==> src/rtl/fp_game_pkg.sv <==
`default_nettype none
// ============================================================================
//  Module      : fp_game_pkg
//  Description : Shared round-state, winner-code and BCD tally definitions
//                for the two-player game score path.
//  Revision    : 1.0  initial release
// ============================================================================
package fp_game_pkg;

    typedef enum logic [1:0] {
        IDLE       = 2'd0,
        PLAY       = 2'd1,
        ROUND_OVER = 2'd2
    } round_state_t;

    localparam logic [1:0] WIN_NONE = 2'b00;
    localparam logic [1:0] WIN_P1   = 2'b01;
    localparam logic [1:0] WIN_P2   = 2'b10;
    localparam logic [1:0] WIN_DRAW = 2'b11;

    typedef struct packed {
        logic [3:0] tens;
        logic [3:0] ones;
    } bcd2_t;

    // Two-digit BCD increment; 99 is sticky so the display never wraps to 00.
    function automatic bcd2_t bcd2_inc(input bcd2_t v);
        bcd2_t r;
        r = v;
        if (v.tens == 4'd9 && v.ones == 4'd9) begin
            r = v;
        end else if (v.ones == 4'd9) begin
            r.ones = 4'd0;
            r.tens = v.tens + 4'd1;
        end else begin
            r.ones = v.ones + 4'd1;
        end
        return r;
    endfunction

endpackage
`default_nettype wire

==> src/rtl/frame_tick_sync.sv <==
`default_nettype none
// ============================================================================
//  Module      : frame_tick_sync
//  Description : Two-flop synchroniser for an asynchronous level followed by
//                a registered rising-edge detector. Emits a one-clock pulse
//                three clocks after the input rises.
//  Revision    : 1.0  initial release
// ============================================================================
module frame_tick_sync (
    input  logic clk,
    input  logic rst_n,
    input  logic i_async,
    output logic o_pulse
);

    logic r_meta;
    logic r_sync;
    logic r_prev;
    logic r_pulse;

    // Synchronise, keep one bit of history, and register the rising edge
    always_ff @(posedge clk or negedge rst_n) begin
        if (!rst_n) begin
            r_meta  <= 1'b0;
            r_sync  <= 1'b0;
            r_prev  <= 1'b0;
            r_pulse <= 1'b0;
        end else begin
            r_meta  <= i_async;
            r_sync  <= r_meta;
            r_prev  <= r_sync;
            r_pulse <= r_sync & ~r_prev;
        end
    end

    assign o_pulse = r_pulse;

endmodule
`default_nettype wire

==> src/rtl/score_keeper.sv <==
`default_nettype none
// ============================================================================
//  Module      : score_keeper
//  Description : Round state machine (IDLE / PLAY / ROUND_OVER) for the
//                two-player game. Tracks lives with per-player
//                invulnerability windows, keeps saturating BCD win tallies,
//                and drives the hex digit bus, life outputs and freeze flag.
//  Revision    : 1.0  initial release
// ============================================================================
module score_keeper
    import fp_game_pkg::*;
#(
    parameter int START_LIVES   = 3,
    parameter int INVULN_FRAMES = 60,
    parameter int OVER_FRAMES   = 180
) (
    input  logic        Clk,
    input  logic        Reset_n,
    input  logic        frame_clk,
    input  logic        start,
    input  logic        player_1_hit,
    input  logic        player_2_hit,
    output logic [3:0]  p1_lives,
    output logic [3:0]  p2_lives,
    output logic [15:0] hex_digits,
    output logic        freeze,
    output logic [1:0]  winner,
    output logic        round_over
);

    localparam logic [3:0] c_start_lives = 4'(START_LIVES);
    localparam logic [7:0] c_invuln      = 8'(INVULN_FRAMES);
    localparam logic [9:0] c_over        = 10'(OVER_FRAMES);

    logic         w_tick;
    logic         w_start_edge;

    round_state_t r_state,        w_state_n;
    logic         r_start_pend,   w_start_pend_n;
    logic [3:0]   r_p1_lives,     w_p1_lives_n;
    logic [3:0]   r_p2_lives,     w_p2_lives_n;
    logic [7:0]   r_p1_inv,       w_p1_inv_n;
    logic [7:0]   r_p2_inv,       w_p2_inv_n;
    logic [9:0]   r_over_cnt,     w_over_n;
    bcd2_t        r_p1_tally,     w_p1_tally_n;
    bcd2_t        r_p2_tally,     w_p2_tally_n;
    logic [1:0]   r_winner,       w_winner_n;
    logic         r_freeze,       w_freeze_n;
    logic         r_round_over,   w_round_over_n;

    frame_tick_sync u_frame_sync (
        .clk     (Clk),
        .rst_n   (Reset_n),
        .i_async (frame_clk),
        .o_pulse (w_tick)
    );

    frame_tick_sync u_start_sync (
        .clk     (Clk),
        .rst_n   (Reset_n),
        .i_async (start),
        .o_pulse (w_start_edge)
    );

    // Next-state and next-output logic; everything advances only on a frame tick
    always_comb begin
        w_state_n      = r_state;
        w_start_pend_n = r_start_pend;
        w_p1_lives_n   = r_p1_lives;
        w_p2_lives_n   = r_p2_lives;
        w_p1_inv_n     = r_p1_inv;
        w_p2_inv_n     = r_p2_inv;
        w_over_n       = r_over_cnt;
        w_p1_tally_n   = r_p1_tally;
        w_p2_tally_n   = r_p2_tally;
        w_winner_n     = r_winner;
        w_freeze_n     = r_freeze;
        w_round_over_n = r_round_over;

        case (r_state)
            IDLE: begin
                // The start pulse is one clock wide, so hold it until the next tick
                if (w_start_edge) begin
                    w_start_pend_n = 1'b1;
                end
                if (w_tick && (r_start_pend || w_start_edge)) begin
                    w_start_pend_n = 1'b0;
                    w_p1_lives_n   = c_start_lives;
                    w_p2_lives_n   = c_start_lives;
                    w_p1_inv_n     = '0;
                    w_p2_inv_n     = '0;
                    w_freeze_n     = 1'b0;
                    w_state_n      = PLAY;
                end
            end

            PLAY: begin
                w_start_pend_n = 1'b0;
                if (w_tick) begin
                    // A running invulnerability window swallows the hit
                    if (r_p1_inv != '0) begin
                        w_p1_inv_n = r_p1_inv - 8'd1;
                    end else if (player_1_hit) begin
                        w_p1_inv_n = c_invuln;
                        if (r_p1_lives != '0) begin
                            w_p1_lives_n = r_p1_lives - 4'd1;
                        end
                    end

                    if (r_p2_inv != '0) begin
                        w_p2_inv_n = r_p2_inv - 8'd1;
                    end else if (player_2_hit) begin
                        w_p2_inv_n = c_invuln;
                        if (r_p2_lives != '0) begin
                            w_p2_lives_n = r_p2_lives - 4'd1;
                        end
                    end

                    // Round end is judged on the post-decrement lives
                    if (w_p1_lives_n == '0 || w_p2_lives_n == '0) begin
                        w_state_n      = ROUND_OVER;
                        w_freeze_n     = 1'b1;
                        w_round_over_n = 1'b1;
                        w_over_n       = c_over;
                        if (w_p1_lives_n == '0 && w_p2_lives_n == '0) begin
                            w_winner_n = WIN_DRAW;
                        end else if (w_p1_lives_n == '0) begin
                            w_winner_n   = WIN_P2;
                            w_p2_tally_n = bcd2_inc(r_p2_tally);
                        end else begin
                            w_winner_n   = WIN_P1;
                            w_p1_tally_n = bcd2_inc(r_p1_tally);
                        end
                    end
                end
            end

            ROUND_OVER: begin
                // Start presses here are dropped, not deferred
                w_start_pend_n = 1'b0;
                if (w_tick) begin
                    w_over_n = r_over_cnt - 10'd1;
                    if (w_over_n == '0) begin
                        w_state_n      = IDLE;
                        w_winner_n     = WIN_NONE;
                        w_round_over_n = 1'b0;
                        w_freeze_n     = 1'b1;
                    end
                end
            end

            default: begin
                w_state_n      = IDLE;
                w_start_pend_n = 1'b0;
                w_winner_n     = WIN_NONE;
                w_freeze_n     = 1'b1;
                w_round_over_n = 1'b0;
            end
        endcase
    end

    // State and output registers; reset aborts any round in progress
    always_ff @(posedge Clk or negedge Reset_n) begin
        if (!Reset_n) begin
            r_state      <= IDLE;
            r_start_pend <= 1'b0;
            r_p1_lives   <= c_start_lives;
            r_p2_lives   <= c_start_lives;
            r_p1_inv     <= '0;
            r_p2_inv     <= '0;
            r_over_cnt   <= '0;
            r_p1_tally   <= '0;
            r_p2_tally   <= '0;
            r_winner     <= WIN_NONE;
            r_freeze     <= 1'b1;
            r_round_over <= 1'b0;
        end else begin
            r_state      <= w_state_n;
            r_start_pend <= w_start_pend_n;
            r_p1_lives   <= w_p1_lives_n;
            r_p2_lives   <= w_p2_lives_n;
            r_p1_inv     <= w_p1_inv_n;
            r_p2_inv     <= w_p2_inv_n;
            r_over_cnt   <= w_over_n;
            r_p1_tally   <= w_p1_tally_n;
            r_p2_tally   <= w_p2_tally_n;
            r_winner     <= w_winner_n;
            r_freeze     <= w_freeze_n;
            r_round_over <= w_round_over_n;
        end
    end

    // Nibble order matches the SoC hex bus: P1 tens, P1 ones, P2 tens, P2 ones
    assign hex_digits = {r_p1_tally.tens, r_p1_tally.ones, r_p2_tally.tens, r_p2_tally.ones};
    assign p1_lives   = r_p1_lives;
    assign p2_lives   = r_p2_lives;
    assign freeze     = r_freeze;
    assign winner     = r_winner;
    assign round_over = r_round_over;

endmodule
`default_nettype wire

==> config.mk <==
export PLATFORM = sky130hd
export DESIGN_NAME = score_keeper
export DESIGN_NICKNAME = d
export VERILOG_FILES = /design/src/rtl/fp_game_pkg.sv /design/src/rtl/frame_tick_sync.sv /design/src/rtl/score_keeper.sv
export SDC_FILE = /design/constraint.sdc
export NUM_CORES = 1
export LEC_CHECK = 0
export ABC_CLOCK_PERIOD_IN_PS = 2250
export CAP_MARGIN = 40
export CORE_MARGIN = 5
export CORE_UTILIZATION = 52
export DETAILED_ROUTE_END_ITERATION = 12
export GPL_ROUTABILITY_DRIVEN = 0
export PLACE_DENSITY = 0.79
export SYNTH_ARGS = -nofsm -noshare
export SYNTH_HDL_FRONTEND = slang
export SYNTH_SLANG_ARGS = --single-unit
==> constraint.sdc <==
create_clock -name Clk -period 2.25 [get_ports Clk]
set_input_delay 0.675 -clock Clk [delete_from_list [all_inputs] [get_ports Clk]]
set_output_delay 0.675 -clock Clk [all_outputs]
set_load 0.01 [all_outputs]
* After elaboration in Yosys (flattened, before gate mapping) *
Index checks and enable logic that the tools add are counted.

operators by class
  reduce and logical (&&, ||, !) cells = 26
  bitwise operators = 9
  equality and inequality tests = 14
  $add $sub $neg = 9
  muxes and demuxes = 53

operator list
  kind                     count
  $mux W4                  15
  $mux W8                  7
  $pmux W8 S2              2
  $mux W10                 3
  $pmux W10 S2             1
  $mux W2                  9
  $add A4 B1 Y4 const B    4
  $eq A4 B4 Y1 const B     4
  $pmux W4 S2              2
  $reduce_bool A8 Y1       2
  $sub A8 B1 Y8 const B    2
  $reduce_and A7 Y1        2
  $pmux W2 S3              2
  $reduce_and A4 Y1        3
  $reduce_and A6 Y1        2
  $logic_not A10 Y1        1
  $mux W1                  10
  $reduce_and A5 Y1        2
  $sub A10 B1 Y10 const B  1
  $logic_not A4 Y1         2
  $reduce_bool A4 Y1       2
  $sub A4 B1 Y4 const B    2
  $not A1 Y1               7
  $ne A2 B2 Y1 const B     3
  other kinds (12)         21

storage, ports and cells
  register bits = 65
  input bits = 6
  output and inout bits = 28

* Longest topological paths before layout *
Gate-level depths: netlist of the first run.

  word-level depth = 12
  mapped depth = 10

* Hierarchy *
From an unflattened synthesis of the first run, not the netlist that was laid out.

second synthesis, totals
  cell total of the unflattened synthesis = 352
  area total of the unflattened synthesis = 3,389.5 um2

by module, submodules not included
  module           sequential area each (um2)  cells each  area each (um2)  instances
  score_keeper     1,432.6                     342         3,161.8          1
  frame_tick_sync  100.1                       5           113.9            2

* Worst setup path before layout of the first run *
No wires, ideal clock.

  kind = reg2reg
  start = reg r_p1_inv[0]
  end = reg r_p1_tally, in the netlist hex_digits[9]
  library setup time = 125 ps
  arrival = 2,218 ps
  setup slack = -93 ps
  stages on the path, launching flop included = 10
  clock period less this slack = 2,343 ps
  path buffers = 1
  cells stage by stage = dfrtp_1 > inv_1 > ha_1 > nor4b_4 > and3_2 > buf_4 > a41o_2 > a221oi_4 > nand3_2 > mux2_4

between the ends
  longest elaborated chain between the ends = 8
  elaborated cells on any way between the ends = 10
  classes of those cells = mux: 3; bitwise: 2; reduce/logical: 5

RTL lines
  element                          RTL line                                                       text
  start: declaration               score_keeper.sv:42                                             logic [7:0] r_p1_inv, w_p1_inv_n;
  start signal: assignment         score_keeper.sv:182                                            r_p1_inv <= w_p1_inv_n;
  $reduce_bool A8 Y1 (*)           score_keeper.sv:101                                            if (r_p1_inv != '0) begin
  $mux W4 (*)                      score_keeper.sv:101
  $mux W4 (*)                      score_keeper.sv:99                                             if (w_tick) begin
  $mux W4 (*)                      score_keeper.sv:80                                             case (r_state)
  $logic_not A4 Y1 (*)             score_keeper.sv:120, score_keeper.sv:125, score_keeper.sv:127
  $logic_and A1 B1 Y1              score_keeper.sv:125                                            if (w_p1_lives_n == '0 && w_p2_lives_n == '0) begin
  $not A1 Y1 (no line)             -
  $reduce_and A6 Y1 (no line) (*)  -
  end signal: assignment           score_keeper.sv:185                                            r_p1_tally <= w_p1_tally_n;
  end: declaration                 score_keeper.sv:45                                             bcd2_t r_p1_tally, w_p1_tally_n;

Mark *: on every way between the ends. The rest lies on a longest branch, timed or not. The select of a mux whose other input is x is not followed.
A chain may end at the register's enable or synchronous reset.

* Final worst setup path of the first run *
  start = reg r_p1_inv[1]
  end = reg r_p2_tally, in the netlist hex_digits[1]

between the ends
  longest elaborated chain between the ends = 8
  elaborated cells on any way between the ends = 9
  classes of those cells = mux: 3; bitwise: 1; reduce/logical: 5

RTL lines
  element                          RTL line                                                       text
  $reduce_bool A8 Y1 (*)           score_keeper.sv:101
  $mux W4 (*)                      score_keeper.sv:101
  $mux W4 (*)                      score_keeper.sv:99
  $mux W4 (*)                      score_keeper.sv:80
  $logic_not A4 Y1 (*)             score_keeper.sv:120, score_keeper.sv:125, score_keeper.sv:127
  $logic_and A1 B1 Y1              score_keeper.sv:125
  $not A1 Y1 (no line)             -
  $reduce_and A6 Y1 (no line) (*)  -
  end signal: assignment           score_keeper.sv:186                                            r_p2_tally <= w_p2_tally_n;
  end: declaration                 score_keeper.sv:46                                             bcd2_t r_p2_tally, w_p2_tally_n;

Marked as above.

==> results of run 1 <==
## per-stage QoR
stage / total power, mW / hold WS [ns]
after global placement: 3.981 / 0.3380
after CTS: 5.188 / 0.3506
after global routing: 5.712 / 0.3738
after detailed placement: 4.069 / 0.3371
after floorplan: 3.200 / 0.3312
final: 5.345 / 0.3472
## power groups by stage
stage               Sequential (mW)  Clock (mW)  Combinational, mW
global placement               1.71           0               2.27
CTS                            1.72        1.01               2.46
global route                   1.77        1.07               2.88
floorplan                      1.74           0               1.46
finish                         1.73       0.993               2.62
detailed placement             1.73           0               2.34
## layout make-up
class / count / area, sq um
Clock buffer: 9 / 123.9
Multi-Input combinational cell: 289 / 2137
Timing Repair Buffer: 95 / 825.8
Tap cell: 96 / 120.1
Inverter: 20 / 75.07
Sequential cell: 65 / 1634
Fill cell: 472 / 1882
Clock inverter: 7 / 71.32
## layer usage
layer | part of all wire | vias to the layer above
li1 | - | 1597
met4 | 0.020 | 0
met2 | 0.49 | 119
met5 | 0 | -
met3 | 0.045 | 17
met1 | 0.45 | 1626
## path summary, 6_finish.rpt
path / endpoint / slack (ns) / depth (start not counted) / start
min in group Clk: u_start_sync.r_sync / 0.36 / 0 / u_start_sync.r_meta
worst min-delay path: r_p2_inv[1] / 0.35 / 2 / Reset_n
worst min register to register: u_start_sync.r_sync / 0.36 / 0 / u_start_sync.r_meta
worst max register to register: hex_digits[1] / -0.06 / 9 / r_p1_inv[1]
max in group asynchronous: p1_lives[1] / 1.53 / 2 / Reset_n
worst max-delay path: hex_digits[1] / -0.06 / 9 / r_p1_inv[1]
## repair_timing
item	in CTS	in global routing
setup buffers	7	6
resized for setup	27	22
endpoints found under the setup margin	30	34
pin swaps	14	14
hold buffers	0	0
## registers in the layout, summed over array words and instances (netlist names)
register and flops:
u_frame_sync.r_sync 1, r_p2_inv 8, p2_lives 4, p1_lives 4
r_over_cnt 10, u_start_sync.r_prev 1, u_frame_sync.o_pulse 1, u_start_sync.r_meta 1
r_start_pend 1, r_state 2, u_frame_sync.r_prev 1, round_over 1
u_start_sync.r_sync 1, u_frame_sync.r_meta 1, winner 2, r_p1_inv 8
hex_digits 16, u_start_sync.o_pulse 1, freeze 1
## placed cells by master, fill, tap and decap left out, types with 6 or more instances in the layout
master / Yosys / routed
a31oi_1: 6 / 6
ha_1: 12 / 9
o31ai_1: 8 / 8
inv_2: 0 / 6
nand3_1: 7 / 6
buf_6: 0 / 8
nand4_1: 7 / 7
nand2b_1: 9 / 9
o21ai_0: 38 / 37
clkdlybuf4s50_1: 0 / 27
a21oi_1: 26 / 25
inv_1: 20 / 14
buf_4: 2 / 54
xnor2_1: 8 / 8
nor2b_1: 12 / 12
nor3_1: 10 / 7
dfrtp_1: 60 / 59
clkbuf_8: 0 / 9
nand2_1: 23 / 23
nor2_1: 36 / 35
## cells by family (layout without fill, tap and decap cells)
group,Yosys count,after routing,synth area share
and+or+nand+nor,141,141,0.2198
muxes,7,7,0.02097
xor gates and xnor gates,12,12,0.02841
adders and majority gates,12,12,0.04058
buffers and inverters,33,131,0.03584
AOI/OAI and AO/OA,117,117,0.2131
DFF,65,65,0.4413
==> impl_results.md, run 1 <==
* Initial antenna violation count at 0
* Syn avg cell area at 9.560 sq um
* Cell row count at 30
* Share of power burned in combinational logic at 0.490
* Design area at 4987 sq um
* Clock transition at path regs at 0.08 ns
* Antenna diode count at 0
* Hold Path Class: primary input to async pin
* Buf+Inv Stages, Crit Path at 2
* Worst Setup Start Kind: register
* GRT met2 Usage at 0.3552
* DRT iter0 DRCs at 226
* Vias per std cell at 5.781
* Core area at 6869 sq um
* Tmin final at 2.309 ns
* Final number of hold-violating endpoints at 0
* Die Wd at 94.35 um
* Largest net degree at the start of global routing at 36
* CTS max path bufs at 2
* Post-synth top area share at 0.4058
* Worst-Margin Slew at 0.4914 ns
* Final Max Slew Viols at 0
* TNS Setup at -0.2822 ns
* Nets@finish at 498
* Count of final setup violators at 11
* PortBufs at 33
* CP required at 2.49 ns
* P_leak at 2.194 nW
* Finished Core Util at 0.7260
* M3 GR Usage at 0.03825
* Most instantiated cells after synthesis: dfrtp_1 (60), o21ai_0 (38), nor2_1 (36)
* Setup CP Type: register to register
* Initial core utilization at 0.5386
* Routed vias at 3359
* Num ports at 34
* Netlist cell types at 71
* Clock power share at 0.186
* Worst slack, placed at -0.6049 ns
* Syn Inst Count at 387
* Failing checks: negative setup slack
* Seq pwr share at 0.324
* Synth area leader: dfrtp_1
* Clk sink count at 65
* Vias in the first global route at 3284
* DRT antenna net count at 0
* Clk_skew at 0.006922 ns
* Max Fclk at 0.4330 GHz
* Crit share post-route at 1.026
* Root Buffer: clkbuf_8
* Die ar. at 8902 sq um
* Crit-path cells: inv_2 -> ha_4 -> nor4b_4 -> and3_4 -> a41o_4 -> buf_6 -> nand3_4 -> nor3_4 -> mux2_4
* Fin worst setup slack at -0.05947 ns
* Most numerous cell in the Yosys netlist: dfrtp_1
* Die Height at 94.35 um
* Synth-to-Final Area Change at 34.80%
* Placed inst area at 4494 sq um
* Global-route wire length before repair at 15340 um
* Setup crit end kind: register
* Critical path's largest stage delay at 0.40 ns
* Inserted Clock Buffers at 9
* Seq/Total Area, Yosys at 0.4413
* DRC at 0
* Critical-path top delay cell: dfrtp_1
* Status: finished, violations left
* Power Density at 1072 nW/um^2
* GRT Total Usage at 0.2190
* Synthesized area at 3700 sq um
* Internal at 3.171 mW
* Top cell family by delay on the critical path: simple AND/OR/NAND/NOR gates
* Final HPWL DP at 6103 um
* Data arrival, critical path at 2.55 ns
* Max_cap viols at 0
* Most used routing layer: met2
* Syn nets at 405
* TritonCTS clock tree: done
* H-Tree Depth at 3
* WL/cell at 16.21 um
* DR pass1 iterations at 5
* Placed Cells at 552
* Setup repair after global routing missed its margin: yes
* Critical Path Fanout Max at 5
* GR Util met1 at 0.2866
* Synth warn at 0
* Post-Layout Cell Count at 581
* Drt total wl at 9416 um
* Peak VDD IR at 0.0005503 V
* FF+latch count, synth at 65
* Net Sw Power at 2.174 mW
* Post-synthesis async set-or-reset flop share at 1.000
* Top cells by area, synth: dfrtp_1 (41%), o21ai_0 (5.1%), ha_1 (4.1%), nor2_1 (3.7%), dfstp_2 (3.6%)
* EDFF count, synth at 0
* Max-slew headroom at 0.6699
* Top_reg_cell synth: dfrtp_1
* Worst-Skew Late Latency at 0.35 ns
* Gr ovfl total at 0
* Switch share at 0.4067
* Ratio of cells with drive above 1 in the final layout at 0.2784
(Power assumes the default switching activity.)
==> run 2, diff against run 1 <==
SLEW_MARGIN = 5   (was default)
==> results of run 2 <==
Final layout, timing and power as in run 1 (identical DEF).
